[src/rtl/shift_unit.sv]
// Purpose : multi-cycle barrel-lite shifter (SLL/SRL/SRA, ROL when SHIFT_UNIT_ROTATE_EN is defined), STEP bits per clock.
// Latency : out_valid rises ceil(shamt/STEP)+1 edges after acceptance, counting the acceptance edge (shamt 0 -> 1 edge).
// Backpressure: one request in flight; in_ready only in IDLE, the result is held in DONE until out_ready.
module shift_unit #(
    parameter int WIDTH = 32,
    parameter int STEP  = 4,
    localparam int SHW  = $clog2(WIDTH)
) (
    input  logic             clk,
    input  logic             rst_n,
    input  logic             in_valid,
    output logic             in_ready,
    input  logic [WIDTH-1:0] in_data,
    input  logic [SHW-1:0]   in_shamt,
    input  logic [1:0]       in_mode,
    output logic             out_valid,
    input  logic             out_ready,
    output logic [WIDTH-1:0] out_data,
    output logic             out_carry
);

    typedef enum logic [1:0] {
        IDLE  = 2'd0,
        SHIFT = 2'd1,
        DONE  = 2'd2
    } state_t;

    localparam logic [1:0] MODE_SLL = 2'b00;
    localparam logic [1:0] MODE_SRL = 2'b01;
    localparam logic [1:0] MODE_SRA = 2'b10;
    localparam logic [1:0] MODE_ROL = 2'b11;

    // Largest per-cycle amount minus one; always fits in SHW bits since STEP <= WIDTH.
    localparam logic [SHW-1:0] STEP_M1 = SHW'(STEP - 1);

    state_t             state;
    logic [SHW-1:0]     remaining;
    logic [WIDTH-1:0]   data_q;
    logic               carry_q;
    logic [1:0]         mode_q;
    logic               in_ready_q;
    logic               out_valid_q;

    logic [SHW-1:0]     step_amt;
    logic [1:0]         eff_mode;
    logic [WIDTH:0]     left_ext;
    logic [WIDTH:0]     srl_ext;
    logic [WIDTH:0]     sra_ext;
    logic [2*WIDTH-1:0] rol_ext;
    logic [WIDTH-1:0]   step_data;
    logic               step_carry;

    // Amount for this cycle: min(remaining, STEP). When STEP == WIDTH the first arm
    // is never taken because remaining tops out at WIDTH-1.
    always_comb begin
        step_amt = remaining;
        if (remaining > STEP_M1) begin
            step_amt = SHW'(STEP);
        end
    end

    // Without the rotate option, mode 11 is an alias of SLL in every respect.
    always_comb begin
`ifdef SHIFT_UNIT_ROTATE_EN
        eff_mode = mode_q;
`else
        eff_mode = (mode_q == MODE_ROL) ? MODE_SLL : mode_q;
`endif
    end

    // One step of shifting; an extra guard bit on each side catches the last bit out.
    always_comb begin
        left_ext   = {1'b0, data_q} << step_amt;
        srl_ext    = {data_q, 1'b0} >> step_amt;
        sra_ext    = $unsigned($signed({data_q, 1'b0}) >>> step_amt);
        rol_ext    = {data_q, data_q} << step_amt;
        step_data  = left_ext[WIDTH-1:0];
        step_carry = left_ext[WIDTH];
        case (eff_mode)
            MODE_SRL: begin
                step_data  = srl_ext[WIDTH:1];
                step_carry = srl_ext[0];
            end
            MODE_SRA: begin
                step_data  = sra_ext[WIDTH:1];
                step_carry = sra_ext[0];
            end
            MODE_ROL: begin
                step_data  = rol_ext[2*WIDTH-1:WIDTH];
                step_carry = 1'b0;
            end
            default: begin
                step_data  = left_ext[WIDTH-1:0];
                step_carry = left_ext[WIDTH];
            end
        endcase
    end

    // Control FSM with registered handshake outputs; data_q doubles as the result register.
    always_ff @(posedge clk) begin
        if (!rst_n) begin
            state       <= IDLE;
            remaining   <= '0;
            data_q      <= '0;
            carry_q     <= 1'b0;
            mode_q      <= MODE_SLL;
            in_ready_q  <= 1'b1;
            out_valid_q <= 1'b0;
        end else begin
            case (state)
                IDLE: begin
                    if (in_valid) begin
                        data_q     <= in_data;
                        mode_q     <= in_mode;
                        carry_q    <= 1'b0;
                        remaining  <= in_shamt;
                        in_ready_q <= 1'b0;
                        if (in_shamt == '0) begin
                            state       <= DONE;
                            out_valid_q <= 1'b1;
                        end else begin
                            state <= SHIFT;
                        end
                    end
                end
                SHIFT: begin
                    data_q    <= step_data;
                    carry_q   <= step_carry;
                    remaining <= remaining - step_amt;
                    if (remaining == step_amt) begin
                        state       <= DONE;
                        out_valid_q <= 1'b1;
                    end
                end
                DONE: begin
                    if (out_ready) begin
                        state       <= IDLE;
                        out_valid_q <= 1'b0;
                        in_ready_q  <= 1'b1;
                    end
                end
                default: begin
                    state       <= IDLE;
                    remaining   <= '0;
                    out_valid_q <= 1'b0;
                    in_ready_q  <= 1'b1;
                end
            endcase
        end
    end

    assign in_ready  = in_ready_q;
    assign out_valid = out_valid_q;
    assign out_data  = data_q;
    assign out_carry = carry_q;

endmodule

[config.mk]
export PLATFORM = sky130hd
export DESIGN_NAME = shift_unit
export DESIGN_NICKNAME = d
export VERILOG_FILES = /design/src/rtl/shift_unit.sv
export SDC_FILE = /design/constraint.sdc
export NUM_CORES = 1
export LEC_CHECK = 0
export CAP_MARGIN = 10
export CORE_UTILIZATION = 38
export CTS_CLUSTER_SIZE = 14
export DETAILED_ROUTE_END_ITERATION = 10
export MAX_ROUTING_LAYER = met4
export SYNTH_ARGS = -nofsm -noshare
export SYNTH_HDL_FRONTEND = slang
export SYNTH_SLANG_ARGS = --single-unit
[constraint.sdc]
create_clock -name clk -period 2.65 [get_ports clk]
set_clock_uncertainty 0.1 [all_clocks]
set_input_delay 0.53 -clock clk [delete_from_list [all_inputs] [get_ports clk]]
set_output_delay 0.53 -clock clk [all_outputs]
set_load 0.005 [all_outputs]
After elaboration in Yosys (flattened, before gate mapping)
Cells that the tools add are included.

Word-level logic and storage cells: 57. Bits of input ports: 43. Register bits: 44. Output and inout port bits: 35.

Equality and inequality tests: 11. Add/subtract/negate cells: 1. Reduce and logical (&&, ||, !) cells: 9. Mux-type cells: 22. Order comparisons: 1. Bitwise operators: 2. Shift-type cells: 4.

Operators by type and width (count): $pmux W32 S3 (1); $pmux W32 S2 (1); $shl A64 B5 Y64 (1); $shl A32 B5 Y33 (1); $shr A33 B5 Y33 (1); $sshr A33 B5 Y33 (1); $mux W32 (1); $pmux W5 S3 (1); $mux W2 (5); $mux W5 (2); $pmux W1 S3 (3); $eq A2 B2 Y1 const B (4); $ne A2 B2 Y1 const B (4); $mux W1 (6); $pmux W2 S3 (1); $reduce_and A2 Y1 (3); $reduce_and A3 Y1 (2); $eq A5 B5 Y1 (1); $gt A5 B2 Y1 const B (1); $logic_not A5 Y1 (1); $sub A5 B5 Y5 (1); $eq A2 B1 Y1 const B (2); $reduce_and A4 Y1 (1); $logic_not A2 Y1 (1); 3 further kinds (4).

Depth between registers and ports, before layout
Depth after elaboration: 5. Mapped depth: 12. Depth with buffers taken out: 8.

Worst setup path after synthesis
OpenSTA, ideal clock, no wires.

Kind: reg-to-reg. From: reg remaining[4]. To: reg remaining[4]. Period minus slack after synthesis: 2.345 ns. Path buffers: 4. Required time: 2.425 ns. Cell stages (with the launch flop): 13. Setup time: 0.125 ns. Data arrival time: 2.120 ns. Path slack: 0.305 ns. Cells stage by stage: dfxtp_1 -> buf_6 -> or3_1 -> buf_2 -> clkbuf_1 -> clkbuf_1 -> nand2_1 -> ha_1 -> a21o_1 -> o21ai_0 -> a21oi_1 -> o21ai_0 -> a21boi_0.

Cells in the longest elaborated chain, start to end: 4.

Ends and longest elaborated chain: start, declared (RTL line 37) `logic [SHW-1:0] remaining;`; start signal, assigned (RTL line 116) `remaining <= in_shamt;`; start signal, assigned (RTL line 129) `remaining <= remaining - step_amt;`; $gt A5 B2 Y1 (RTL line 57) `if (remaining > STEP_M1) begin`; $mux W5 (RTL line 57); $sub A5 B5 Y5 * (RTL line 129); $pmux W5 S3 * (RTL line 110) `case (state)`.

Mark *: on every way between the ends. The rest lies on a longest branch, timed or not. A chain may end at the register's enable or synchronous reset.

Worst setup path in the final report
From: reg remaining[2]. To: reg data_q[13], in the netlist out_data[13].

Cells in the longest elaborated chain, start to end: 5. Elaborated cells between the ends (all ways): 8. Classes of those cells: order compare (1); shift (4); mux (3).

Ends and longest elaborated chain: $gt A5 B2 Y1 (RTL line 57); $mux W5 * (RTL line 57); $shl A32 B5 Y33, or another cell as far along (RTL line 73) `left_ext = {1'b0, data_q} << step_amt;`; $pmux W32 S3 * (RTL line 79) `case (eff_mode)`; $pmux W32 S2 * (RTL line 110); end signal, assigned (RTL line 113) `data_q <= in_data;`; end signal, assigned (RTL line 127) `data_q <= step_data;`; end, declared (RTL line 38) `logic [WIDTH-1:0] data_q;`.

Marks and branches as above.

==> flow_metrics.env <==
export IMPL_hold_buffers=0
export IMPL_grt_pass1_vias=5721
export IMPL_cts_path_max_buffers=2
export IMPL_setup_viol=0
export IMPL_place_ws_ns=0.2051
export IMPL_grt_pass1_wl_mm=31.39
export IMPL_netlist_area_mm2=0.004692
export IMPL_async_flop_share_pct=0
export IMPL_yosys_warnings=0
export IMPL_fin_setup_tns_ns=0
export IMPL_routed_wl_mm=19.43
export IMPL_drv_slew=0
export IMPL_period_needed_ns=2.503
export IMPL_clock_sinks=44
export IMPL_final_setup_worst_slack_ns=0.1466
export IMPL_die_y_um=113.1
export IMPL_antenna_found_initial=0
export IMPL_p_leak_nw=2.242
export IMPL_post_dp_hpwl_mm=13.50
export IMPL_grt_overflow=0
export IMPL_setup_worst_path_class="flop to flop"
export IMPL_max_stage_delay_ns=0.87
export IMPL_diodes=0
export IMPL_dieArea_mm2=0.01280
export IMPL_cts_tree="done"
export IMPL_grt_use_total_pct=31.62
export IMPL_cts_setup_buffers=0
export IMPL_cts_resized=0
export IMPL_drt_first_pass_iters=5
export IMPL_post_route_period_util_pct=94.47
export IMPL_outcome="finished clean"
export IMPL_htreeDepth=2
export IMPL_endpoint_kind="flop"
export IMPL_vias=6055
export IMPL_core_area_mm2=0.01201
export IMPL_viasPerCell=6.448
export IMPL_rsz0062_at_grt="no"
export IMPL_grt_max_degree=50
export IMPL_synth_nets=784
export IMPL_synthCells=737
export IMPL_cts_buffers=5
export IMPL_relSlewSlack_pct=62.63
export IMPL_drt_antenna_violating_nets=0
export IMPL_cp_max_fo=23
export IMPL_drive_above_1_share_pct=8.838
export IMPL_worstPathCellList="or4b_2, buf_4, buf_4, nand2_1, nand3_1, a221oi_1, a21oi_1"
export IMPL_p_per_area_mw_per_mm2=698.3
export IMPL_gp_congestion=0.9436
export IMPL_max_slew_worst_pin_slew_ns=0.5593
export IMPL_r2r_start="remaining[2]$_SDFFE_PN0P_"
export IMPL_rows=40
export IMPL_cp_data_arrival_time_ns=2.59
export IMPL_synth_edff_count=0
export IMPL_cap_violations=0
export IMPL_start_util_pct=39.06
export IMPL_total_power_mw=4.105
export IMPL_yosysUniqueCellTypes=64
export IMPL_path_clk_slew_ns=0.07
export IMPL_syn_to_final_growth_pct=25.31
export IMPL_fin_util_pct=48.95
export IMPL_ys_ff_latch=44
export IMPL_slowest_stage="or4b_2"
export IMPL_synth_ff_type="dfxtp_1"
export IMPL_die_x_um=113.1
export IMPL_root_buffer="clkbuf_16"
export IMPL_layout_commonest_cell="nand2_1"
export IMPL_wl_per_cell_um=20.69
export IMPL_critPathLaunchType="flop"
export IMPL_port_buffers=77
export IMPL_drt_iter0_markers=691
export IMPL_hp_start="out_carry$_SDFFE_PN0P_"
export IMPL_placedInstanceArea_mm2=0.005712
export IMPL_final_cell_area_mm2=0.005879
export IMPL_drc=0
export IMPL_required_ns=2.74
export IMPL_ios=78
export IMPL_final_nets=838
export IMPL_avgSynthCellArea_um2=6.366
export IMPL_crit_start="remaining[2]$_SDFFE_PN0P_"
export IMPL_fmax_ghz=0.3994
export IMPL_yosysSeqAreaShare_pct=18.77
export IMPL_final_hold_violation_count=0
export IMPL_mostFrequentLayoutCells="179 x nand2_1, 77 x clkdlybuf4s50_1, 69 x nand3_1"
export IMPL_worstSkewPairLatency_ns=0.31
export IMPL_peakVddDrop_mv=0.2832
export IMPL_hold_class="flop to flop"
export IMPL_crit_top_cell="buf_4"
==> through the flow <==
stage	hold slack, ns	instances
after floorplan	0.3918	737
after global placement	0.3795	931
after detailed placement	0.3964	931
after CTS	0.4252	939
after global routing	0.4689	939
final	0.4178	939
==> cell usage after synthesis, types with 10 or more instances <==
| cell | number | area (µm²) |
|---|---|---|
| nand2_1 | 179 | 671.9 |
| nand3_1 | 69 | 345.3 |
| a21oi_1 | 52 | 260.3 |
| o21ai_0 | 46 | 230.2 |
| dfxtp_1 | 44 | 880.8 |
| clkbuf_1 | 40 | 150.1 |
| nor2_1 | 34 | 127.6 |
| a31oi_1 | 30 | 187.7 |
| buf_2 | 26 | 130.1 |
| mux2i_1 | 22 | 220.2 |
| nor3_1 | 11 | 55.05 |
| o22ai_1 | 11 | 68.82 |
| buf_1 | 10 | 37.54 |
| inv_1 | 10 | 37.54 |
==> kinds of logic (layout without fill, tap and decap cells) <==
kind of cell / Yosys count / count (layout) / share of synthesized area, %
compound gates: 239 / 239 / 34.00
fa+ha+maj: 4 / 4 / 1.067
buf+inv: 90 / 145 / 8.533
flops: 44 / 44 / 18.77
mux: 23 / 23 / 4.933
other cells: 1 / 1 / 0.07992
simple gates: 336 / 336 / 32.61
==> critical path: cells and delay by family, from the launching register on <==
kind / cells / cell delay [ns]
buffers and inverters: 2 / 0.47
AND/OR/NAND/NOR: 3 / 1.06
AO/OA/AOI/OAI: 2 / 0.40
flip-flops: 1 / 0.33
==> worst paths after layout <==
check        slack [ns]  cells past startpoint                        end
max                0.15                      7  out_data[13]$_SDFFE_PN0P_
min reg2reg        0.42                      1     out_carry$_SDFFE_PN0P_
max reg2reg        0.15                      7  out_data[13]$_SDFFE_PN0P_
min                0.42                      1     out_carry$_SDFFE_PN0P_
==> cell type report <==
| cell class | count | area [µm²] |
|---|---|---|
| flip-flops and latches | 44 | 880.8 |
| inverters | 10 | 37.54 |
| clock inverters | 3 | 42.54 |
| well taps | 147 | 183.9 |
| repair buffers | 127 | 1196 |
| multi-input cells | 603 | 3413 |
| clock buffers | 5 | 125.1 |
| fillers | 1251 | 6132 |
==> sequential cells by signal (all words and copies together), names as in the netlist <==
name,count
remaining,5
out_valid,1
state,2
out_data,32
out_carry,1
in_ready,1
mode_q,2
==> power by group <==
part | internal [mW] | total, mW | switching [mW] | leakage, nW
clock | 0.444 | 0.756 | 0.312 | 0.0798
combinational | 0.933 | 2.25 | 1.32 | 1.80
sequential | 0.791 | 1.10 | 0.310 | 0.364
==> routing by layer <==
layer | wire, µm | up-vias | global-route usage [%] | share of wire, %
li1 | - | 2811 | - | -
met1 | 8666 | 2832 | 43.24 | 45
met2 | 8632 | 374 | 47.53 | 44
met3 | 1718 | 38 | 4.874 | 8.8
met4 | 413 | 0 | 10.18 | 2.1
met5 | 0 | - | - | 0
Power figures use the tool's default switching activity.
